`config.mk`:
```
export PLATFORM = sky130hd
export DESIGN_NAME = fpga_rst_seq
export DESIGN_NICKNAME = d
export VERILOG_FILES = /design/src/rtl/fpga_rst_pkg.sv /design/src/rtl/rst_in_filter.sv /design/src/rtl/fpga_rst_seq.sv
export SDC_FILE = /design/constraint.sdc
export NUM_CORES = 1
export LEC_CHECK = 0
export ABC_AREA = 1
export ABC_CLOCK_PERIOD_IN_PS = 3300
export BUFFER_PORTS_ARGS = -buffer_cell sky130_fd_sc_hd__buf_2
export CAP_MARGIN = 30
export CELL_PAD_IN_SITES_DETAIL_PLACEMENT = 0
export CELL_PAD_IN_SITES_GLOBAL_PLACEMENT = 1
export CORE_MARGIN = 1.5
export CORE_UTILIZATION = 47
export CTS_CLUSTER_SIZE = 28
export DETAILED_ROUTE_END_ITERATION = 16
export GPL_TIMING_DRIVEN = 1
export MAX_ROUTING_LAYER = met4
export PLACE_DENSITY = 0.9
export SLEW_MARGIN = 20
export SYNTH_ARGS = -nofsm -noshare
export SYNTH_HDL_FRONTEND = slang
export SYNTH_HIERARCHICAL = 1
export SYNTH_SLANG_ARGS = --single-unit
```
`constraint.sdc`:
```
create_clock -name clk_i -period 3.3 [get_ports clk_i]
set_input_delay 0.33 -clock clk_i [delete_from_list [all_inputs] [get_ports clk_i]]
set_output_delay 0.33 -clock clk_i [all_outputs]
set_load 0.05 [all_outputs]
```
`src/rtl/fpga_rst_pkg.sv`:
```
// Shared definitions for the FPGA reset sequencer.
//   ST_*      : FSM state codes, also driven out on state_o
//   CAUSE_*   : reset-cause codes reported on rst_cause_o
//   cnt_width : width of a counter that must hold 0..max_cnt (at least 1 bit)
package fpga_rst_pkg;

  localparam logic [1:0] ST_HOLD    = 2'd0;
  localparam logic [1:0] ST_RELEASE = 2'd1;
  localparam logic [1:0] ST_RUN     = 2'd2;

  localparam logic [1:0] CAUSE_POR = 2'd0;
  localparam logic [1:0] CAUSE_PLL = 2'd1;
  localparam logic [1:0] CAUSE_BTN = 2'd2;
  localparam logic [1:0] CAUSE_SW  = 2'd3;

  // A max count of 0 still needs one bit so the counter declaration stays legal.
  function automatic int cnt_width(input int max_cnt);
    return (max_cnt < 1) ? 1 : $clog2(max_cnt + 1);
  endfunction

endpackage

```
`src/rtl/rst_in_filter.sv`:
```
// Synchroniser plus stability filter for one asynchronous board input.
//   clk_i   : system clock
//   rst_i   : synchronous active-high reset; all flops load RST_VAL
//   async_i : raw asynchronous input
//   filt_o  : filtered level; follows the synchronised input only after it
//             has differed from filt_o for STABLE_CYC consecutive cycles
module rst_in_filter
  import fpga_rst_pkg::*;
#(
  parameter int   SYNC_STAGES = 2,
  parameter int   STABLE_CYC  = 1,
  parameter logic RST_VAL     = 1'b0
) (
  input  logic clk_i,
  input  logic rst_i,
  input  logic async_i,
  output logic filt_o
);

  localparam int            CW       = cnt_width(STABLE_CYC - 1);
  localparam logic [CW-1:0] CNT_LAST = CW'(STABLE_CYC - 1);

  logic [SYNC_STAGES-1:0] sync_q;
  logic [CW-1:0]          cnt_q, cnt_d;
  logic                   filt_q, filt_d;
  logic                   sync_out;

  assign sync_out = sync_q[SYNC_STAGES-1];

  // cnt_q holds how many earlier consecutive cycles already differed, so the
  // change is taken on the STABLE_CYC-th differing cycle.
  always_comb begin
    filt_d = filt_q;
    cnt_d  = '0;
    if (sync_out != filt_q) begin
      if (cnt_q == CNT_LAST) begin
        filt_d = sync_out;
      end else begin
        cnt_d = cnt_q + 1'b1;
      end
    end
  end

  always_ff @(posedge clk_i) begin
    if (rst_i) begin
      sync_q <= {SYNC_STAGES{RST_VAL}};
      cnt_q  <= '0;
      filt_q <= RST_VAL;
    end else begin
      sync_q <= {sync_q[SYNC_STAGES-2:0], async_i};
      cnt_q  <= cnt_d;
      filt_q <= filt_d;
    end
  end

  assign filt_o = filt_q;

endmodule

```
`src/rtl/fpga_rst_seq.sv`:
```
// Reset sequencer for FPGA board tops.
//   clk_i        : system clock
//   rst_i        : synchronous active-high reset
//   pll_locked_i : asynchronous PLL lock, high = locked
//   btn_rst_n_i  : asynchronous board reset button, low = pressed
//   sw_rst_req_i : single-cycle software reset request
//   rst_n_o      : active-low reset per domain, bit 0 released first
//   all_rel_o    : every domain released
//   state_o      : HOLD / RELEASE / RUN
//   rst_cause_o  : sticky cause of the last reset (POR/PLL/BTN/SW)
//
// state   | meaning
// HOLD    | all domains in reset, waiting for lock & button released
// RELEASE | releasing domains one by one, GAP_CYC apart
// RUN     | all domains released, watching for faults
module fpga_rst_seq
  import fpga_rst_pkg::*;
#(
  parameter int NUM_CH        = 3,
  parameter int SYNC_STAGES   = 2,
  parameter int DEBOUNCE_CYC  = 50000,
  parameter int LOCK_WAIT_CYC = 1024,
  parameter int GAP_CYC       = 64
) (
  input  logic              clk_i,
  input  logic              rst_i,
  input  logic              pll_locked_i,
  input  logic              btn_rst_n_i,
  input  logic              sw_rst_req_i,
  output logic [NUM_CH-1:0] rst_n_o,
  output logic              all_rel_o,
  output logic [1:0]        state_o,
  output logic [1:0]        rst_cause_o
);

  localparam int            WW        = cnt_width(LOCK_WAIT_CYC - 1);
  localparam int            GW        = cnt_width(GAP_CYC - 1);
  localparam int            IW        = cnt_width(NUM_CH);
  localparam logic [WW-1:0] WAIT_LAST = WW'(LOCK_WAIT_CYC - 1);
  localparam logic [GW-1:0] GAP_LAST  = GW'(GAP_CYC - 1);
  localparam logic [IW-1:0] IDX_LAST  = IW'(NUM_CH - 1);

  logic lock_f, btn_f;

  rst_in_filter #(
    .SYNC_STAGES(SYNC_STAGES),
    .STABLE_CYC (1),
    .RST_VAL    (1'b0)
  ) u_lock_filt (
    .clk_i  (clk_i),
    .rst_i  (rst_i),
    .async_i(pll_locked_i),
    .filt_o (lock_f)
  );

  rst_in_filter #(
    .SYNC_STAGES(SYNC_STAGES),
    .STABLE_CYC (DEBOUNCE_CYC),
    .RST_VAL    (1'b1)
  ) u_btn_filt (
    .clk_i  (clk_i),
    .rst_i  (rst_i),
    .async_i(btn_rst_n_i),
    .filt_o (btn_f)
  );

  logic [1:0]        state_q, state_d;
  logic [WW-1:0]     wait_q, wait_d;
  logic [GW-1:0]     gap_q, gap_d;
  logic [IW-1:0]     idx_q, idx_d;
  logic [NUM_CH-1:0] rst_n_q, rst_n_d;
  logic              all_rel_q, all_rel_d;
  logic [1:0]        cause_q, cause_d;

  always_comb begin
    state_d   = state_q;
    wait_d    = wait_q;
    gap_d     = gap_q;
    idx_d     = idx_q;
    rst_n_d   = rst_n_q;
    all_rel_d = all_rel_q;
    cause_d   = cause_q;
    case (state_q)
      ST_HOLD: begin
        rst_n_d   = '0;
        all_rel_d = 1'b0;
        if (lock_f && btn_f) begin
          if (wait_q == WAIT_LAST) begin
            state_d = ST_RELEASE;
            wait_d  = '0;
            gap_d   = '0;
            idx_d   = '0;
          end else begin
            wait_d = wait_q + 1'b1;
          end
        end else begin
          wait_d = '0;
        end
      end
      ST_RELEASE, ST_RUN: begin
        if (!lock_f || !btn_f || sw_rst_req_i) begin
          state_d   = ST_HOLD;
          rst_n_d   = '0;
          all_rel_d = 1'b0;
          wait_d    = '0;
          gap_d     = '0;
          idx_d     = '0;
          // Simultaneous faults report the most fundamental one first.
          if (!lock_f)     cause_d = CAUSE_PLL;
          else if (!btn_f) cause_d = CAUSE_BTN;
          else             cause_d = CAUSE_SW;
        end else if (state_q == ST_RELEASE) begin
          if (gap_q == GAP_LAST) begin
            gap_d = '0;
            idx_d = idx_q + 1'b1;
            for (int k = 0; k < NUM_CH; k++) begin
              if (idx_q == IW'(k)) rst_n_d[k] = 1'b1;
            end
            if (idx_q == IDX_LAST) begin
              state_d   = ST_RUN;
              all_rel_d = 1'b1;
            end
          end else begin
            gap_d = gap_q + 1'b1;
          end
        end else begin
          rst_n_d   = '1;
          all_rel_d = 1'b1;
        end
      end
      default: begin
        state_d   = ST_HOLD;
        rst_n_d   = '0;
        all_rel_d = 1'b0;
        wait_d    = '0;
        gap_d     = '0;
        idx_d     = '0;
      end
    endcase
  end

  always_ff @(posedge clk_i) begin
    if (rst_i) begin
      state_q   <= ST_HOLD;
      wait_q    <= '0;
      gap_q     <= '0;
      idx_q     <= '0;
      rst_n_q   <= '0;
      all_rel_q <= 1'b0;
      cause_q   <= CAUSE_POR;
    end else begin
      state_q   <= state_d;
      wait_q    <= wait_d;
      gap_q     <= gap_d;
      idx_q     <= idx_d;
      rst_n_q   <= rst_n_d;
      all_rel_q <= all_rel_d;
      cause_q   <= cause_d;
    end
  end

  assign rst_n_o     = rst_n_q;
  assign all_rel_o   = all_rel_q;
  assign state_o     = state_q;
  assign rst_cause_o = cause_q;

endmodule

```
==> results.py <==
metrics = {
    "cells_and_area": {
        "area_growth_syn_to_layout_pct": 8.80,
        "antenna_cells_inserted": 0,
        "post_route_cells_drive_above_1_share_pct": 12.5,
        "final_net_count": 387,
    },
    "yosys": {
        "synth.net_count": 372,
        "syn_inst": 359,
        "synth_cell_area_sq_um": 2470,
        "synth-seq-area-share_pct": 38.8,
        "fraction_of_synthesized_area_in_multiplexers_pct": 0.404,
        "synth_compound_gate_area_share_pct": 6.02,
        "synthAdderAreaFrac_pct": 4.04,
        "simple_gate_area_share_of_the_yosys_netlist_pct": 39.2,
        "synth.yosys.warnings": 6,
        "ys_ff_latch": 48,
        "syn_area_per_cell_sq_um": 6.89,
        "post_synth_xor_area_fraction_pct": 2.12,
        "main_combinational_cell_family_by_area_after_synthesis": "simple AND/OR/NAND/NOR gates",
        "synth_cell_types": 31,
    },
    "floorplan": {
        "core.rowCount": 26,
        "die_area_sq_um": 5710,
        "design.portCount": 13,
        "floorplan.die.height_um": 75.6,
        "fp.coreArea_sq_um": 5110,
        "die_x_um": 75.6,
        "initial_core_util_pct": 48.5,
    },
    "critical_path": {
        "nature_of_the_critical_path_startpoint": "flip-flop",
        "worst_ep_arrival_time_ns": 2.27,
        "path_max_fanout": 17,
        "critPathMaxStageDelay_ns": 0.40,
        "worstSetupPathType": "reg -> reg",
        "critPathCaptureType": "flip-flop",
        "worst-endpoint-required_ns": 3.56,
        "cp_slowest_cell": "sky130_fd_sc_hd__nand4_2",
        "cp_cell_sequence": "inv_1 > ha_1 > nand4_2 > nor2_1 > nor2_2 > nand2_2 > nand2_2 > nand2_1 > nand2_1 > inv_1",
    },
    "outcome": {
        "outcome": "finished, final reports clean",
    },
    "place": {
        "pre_cts_ws_ns": 1.30,
        "routability_driven_placement_congestion_ratio": 0.800,
        "port-buffer-count": 12,
        "place_hpwl_um": 3510,
    },
    "global_route": {
        "grt_antenna_before_repair": 0,
        "grt_pass1_vias": 1884,
        "grt_start_max_net_pins": 18,
        "grt_overflow": 0,
        "overall_fraction_of_global_route_tracks_in_use_pct": 19.2,
        "global_route_wire_length_before_repair_um": 8190,
    },
    "routing": {
        "post_drt_via_cell_ratio": 4.76,
        "drt-wirelength-per-cell_um": 10.7,
        "firstDrtPassIters": 5,
        "antenna_left": 0,
        "drt-initial-drc-count": 104,
        "drc_errors": 0,
        "via_count": 2118,
        "routed_wirelength_um": 4770,
    },
    "sta": {
        "timing.final.setup_violations": 0,
        "final.hold.worst_slack_ns": 0.212,
        "worst-slew-pin-transition_ns": 0.547,
        "finalSetupTns_ns": 0,
        "fmaxAchievable_ghz": 0.496,
        "postLayoutSetupSlackWorst_ns": 1.28,
        "finalClockSkew_ns": 0.00769,
        "min_period_ns": 2.02,
        "fin_crit_share_pct": 61.1,
        "finalHoldViolations": 0,
        "rsz0062_at_grt": "false",
        "timing.slew.headroom_pct": 63.5,
        "maxSlewViolCount": 0,
    },
    "cts": {
        "cells_resized_by_post_cts_repair": 0,
        "cts_sinks": 48,
        "cts.hold.buffers_added": 0,
        "postCtsSetupBuffers": 0,
        "cts.reportedPaths.clkPinSlew_ns": 0.09,
        "root_buffer": "sky130_fd_sc_hd__clkbuf_8",
        "h-tree-depth": 2,
        "cts_made_buffers": 5,
        "clkLatencyLatePin_ns": 0.30,
        "max-clock-path-buffers": 2,
        "clock_tree_from_tritoncts": "done",
    },
    "pwr": {
        "power.switching_uw": 218,
        "intPower_uw": 817,
        "pd_cells_nw_per_um2": 385,
        "seq_power_share_pct": 56.6,
        "power.ir.vdd_worst_mv": 0.221,
        "logic_pwr_share_pct": 2.8,
        "power_frac_clock_pct": 40.6,
        "netSwitchingFraction_pct": 21.1,
        "total_leakage_power_uw": 0.00112,
    },
    "min_path": {
        "holdCritPathClass": "in -> reg",
    },
    "job": {
        "drv.max_cap_violation_count": 0,
    },
}
==> metrics by stage <==
stage          total power, uW  std cells  util (%)  area, sq um
2_1_floorplan              621        359         -         2470
3_3_place_gp               628        437      50.6         2580
3_5_place_dp               629        437      50.6         2580
4_1_cts                   1050        445      52.7         2690
5_1_grt                   1080        445      52.7         2690
6_report                  1040        445      52.7         2690
==> routing by layer <==
layer | part of all wire, % | wire length, um | track usage [%] | vias to the layer above
li1 | - | - | - | 1154
met3 | 2.3 | 108 | 3.97 | 7
met5 | 0 | 0 | - | -
met1 | 55 | 2640 | 26.8 | 937
met4 | 1.4 | 67 | 5.75 | 0
met2 | 41 | 1960 | 28.0 | 20
==> sequential cells by signal, indices dropped and copies added (netlist names) <==
signal / cells
rst_cause_o: 2
u_lock_filt/filt_o: 1
u_lock_filt/sync_q: 2
wait_q: 10
u_btn_filt/sync_q: 2
u_btn_filt/filt_o: 1
state_o: 2
rst_n_o: 3
u_btn_filt/cnt_q: 16
idx_q: 2
u_lock_filt/cnt_q: 1
gap_q: 6
==> final timing paths <==
check,slack (ns),end,cells after the start,start
worst min register to register,0.40,u_lock_filt/sync_q[1],2,u_lock_filt/sync_q[0]
worst max-delay path,1.28,state_o[1],10,state_o[0]
worst min-delay path,0.21,u_btn_filt/sync_q[0],2,btn_rst_n_i
worst max register to register,1.28,state_o[1],10,state_o[0]
==> layout make-up <==
class	instances	area (sq um)
Fill cell	528	2410
Multi-Input combinational cell	256	1280
Sequential cell	48	961
Inverter	51	191
Tap cell	70	87.6
Clock buffer	6	72.6
Timing Repair Buffer	12	60.1
Clock inverter	2	35.0
==> power groups by stage <==
stage	clock, uW	combinational (uW)	sequential, uW
floorplan	0	21.8	599
global placement	0	28.4	600
detailed placement	0	28.5	600
CTS	437	28.8	586
global route	456	33.0	587
finish	421	28.6	586
==> critical path: cells and delay by family (launching register included) <==
family	cells	cell delay [ns]
buffers and inverters	2	0.11
and+or+nand+nor	7	1.15
DFF	1	0.37
adders and majority gates	1	0.34
==> synth_stat cells <==
| master | instances | area, sq um |
|---|---|---|
| sky130_fd_sc_hd__nor2_1 | 49 | 184 |
| sky130_fd_sc_hd__dfxtp_1 | 48 | 961 |
| sky130_fd_sc_hd__or2_0 | 2 | 12.5 |
| sky130_fd_sc_hd__conb_1 | 1 | 3.75 |
| sky130_fd_sc_hd__buf_2 | 2 | 10.0 |
| sky130_fd_sc_hd__nand2_2 | 5 | 31.3 |
| sky130_fd_sc_hd__nand4_2 | 1 | 12.5 |
| sky130_fd_sc_hd__nor2_4 | 3 | 33.8 |
| sky130_fd_sc_hd__nand3_1 | 31 | 155 |
| sky130_fd_sc_hd__nor3_1 | 8 | 40.0 |
| sky130_fd_sc_hd__xnor2_1 | 5 | 43.8 |
| sky130_fd_sc_hd__o21ai_1 | 1 | 5.00 |
| sky130_fd_sc_hd__inv_1 | 48 | 180 |
| sky130_fd_sc_hd__nand3_2 | 1 | 10.0 |
| sky130_fd_sc_hd__or2_2 | 2 | 12.5 |
| sky130_fd_sc_hd__mux2i_1 | 1 | 10.0 |
| sky130_fd_sc_hd__inv_2 | 2 | 7.51 |
| sky130_fd_sc_hd__buf_4 | 1 | 7.51 |
| sky130_fd_sc_hd__a21oi_1 | 21 | 105 |
| sky130_fd_sc_hd__a21oi_2 | 1 | 8.76 |
| sky130_fd_sc_hd__buf_12 | 1 | 20.0 |
| sky130_fd_sc_hd__nand3b_1 | 5 | 37.5 |
| sky130_fd_sc_hd__clkinv_1 | 1 | 3.75 |
| sky130_fd_sc_hd__nor2_2 | 12 | 75.1 |
| sky130_fd_sc_hd__xor2_1 | 1 | 8.76 |
| sky130_fd_sc_hd__and3_1 | 1 | 6.26 |
| sky130_fd_sc_hd__nand2_4 | 1 | 11.3 |
| sky130_fd_sc_hd__nand4_1 | 4 | 25.0 |
| sky130_fd_sc_hd__nand2_1 | 86 | 323 |
| sky130_fd_sc_hd__ha_1 | 8 | 100 |
| sky130_fd_sc_hd__o21ai_0 | 6 | 30.0 |
==> cells in the final DEF, fill, tap and decap left out, types with 2 or more instances in the layout <==
cell type / count
sky130_fd_sc_hd__nand2_1: 86
sky130_fd_sc_hd__or2_0: 2
sky130_fd_sc_hd__clkbuf_8: 5
sky130_fd_sc_hd__nand3_1: 31
sky130_fd_sc_hd__nor2_1: 49
sky130_fd_sc_hd__nand2_2: 5
sky130_fd_sc_hd__inv_1: 48
sky130_fd_sc_hd__or2_2: 2
sky130_fd_sc_hd__nand3b_1: 5
sky130_fd_sc_hd__dfxtp_1: 48
sky130_fd_sc_hd__nor2_2: 12
sky130_fd_sc_hd__ha_1: 8
sky130_fd_sc_hd__xnor2_1: 5
sky130_fd_sc_hd__a21oi_1: 21
sky130_fd_sc_hd__nor2_4: 3
sky130_fd_sc_hd__buf_2: 12
sky130_fd_sc_hd__o21ai_0: 6
sky130_fd_sc_hd__nor3_1: 8
sky130_fd_sc_hd__inv_2: 2
sky130_fd_sc_hd__nand4_1: 4
==> logic make-up (layout without fill, tap and decap cells) <==
group | after synthesis | count (layout)
AOI/OAI and AO/OA | 29 | 29
xor gates and xnor gates | 6 | 6
adders and majority gates | 8 | 8
buffers and inverters | 55 | 71
DFF | 48 | 48
muxes | 1 | 1
other | 1 | 1
and+or+nand+nor | 211 | 211
Note: power is estimated with default switching activity, not from simulation.
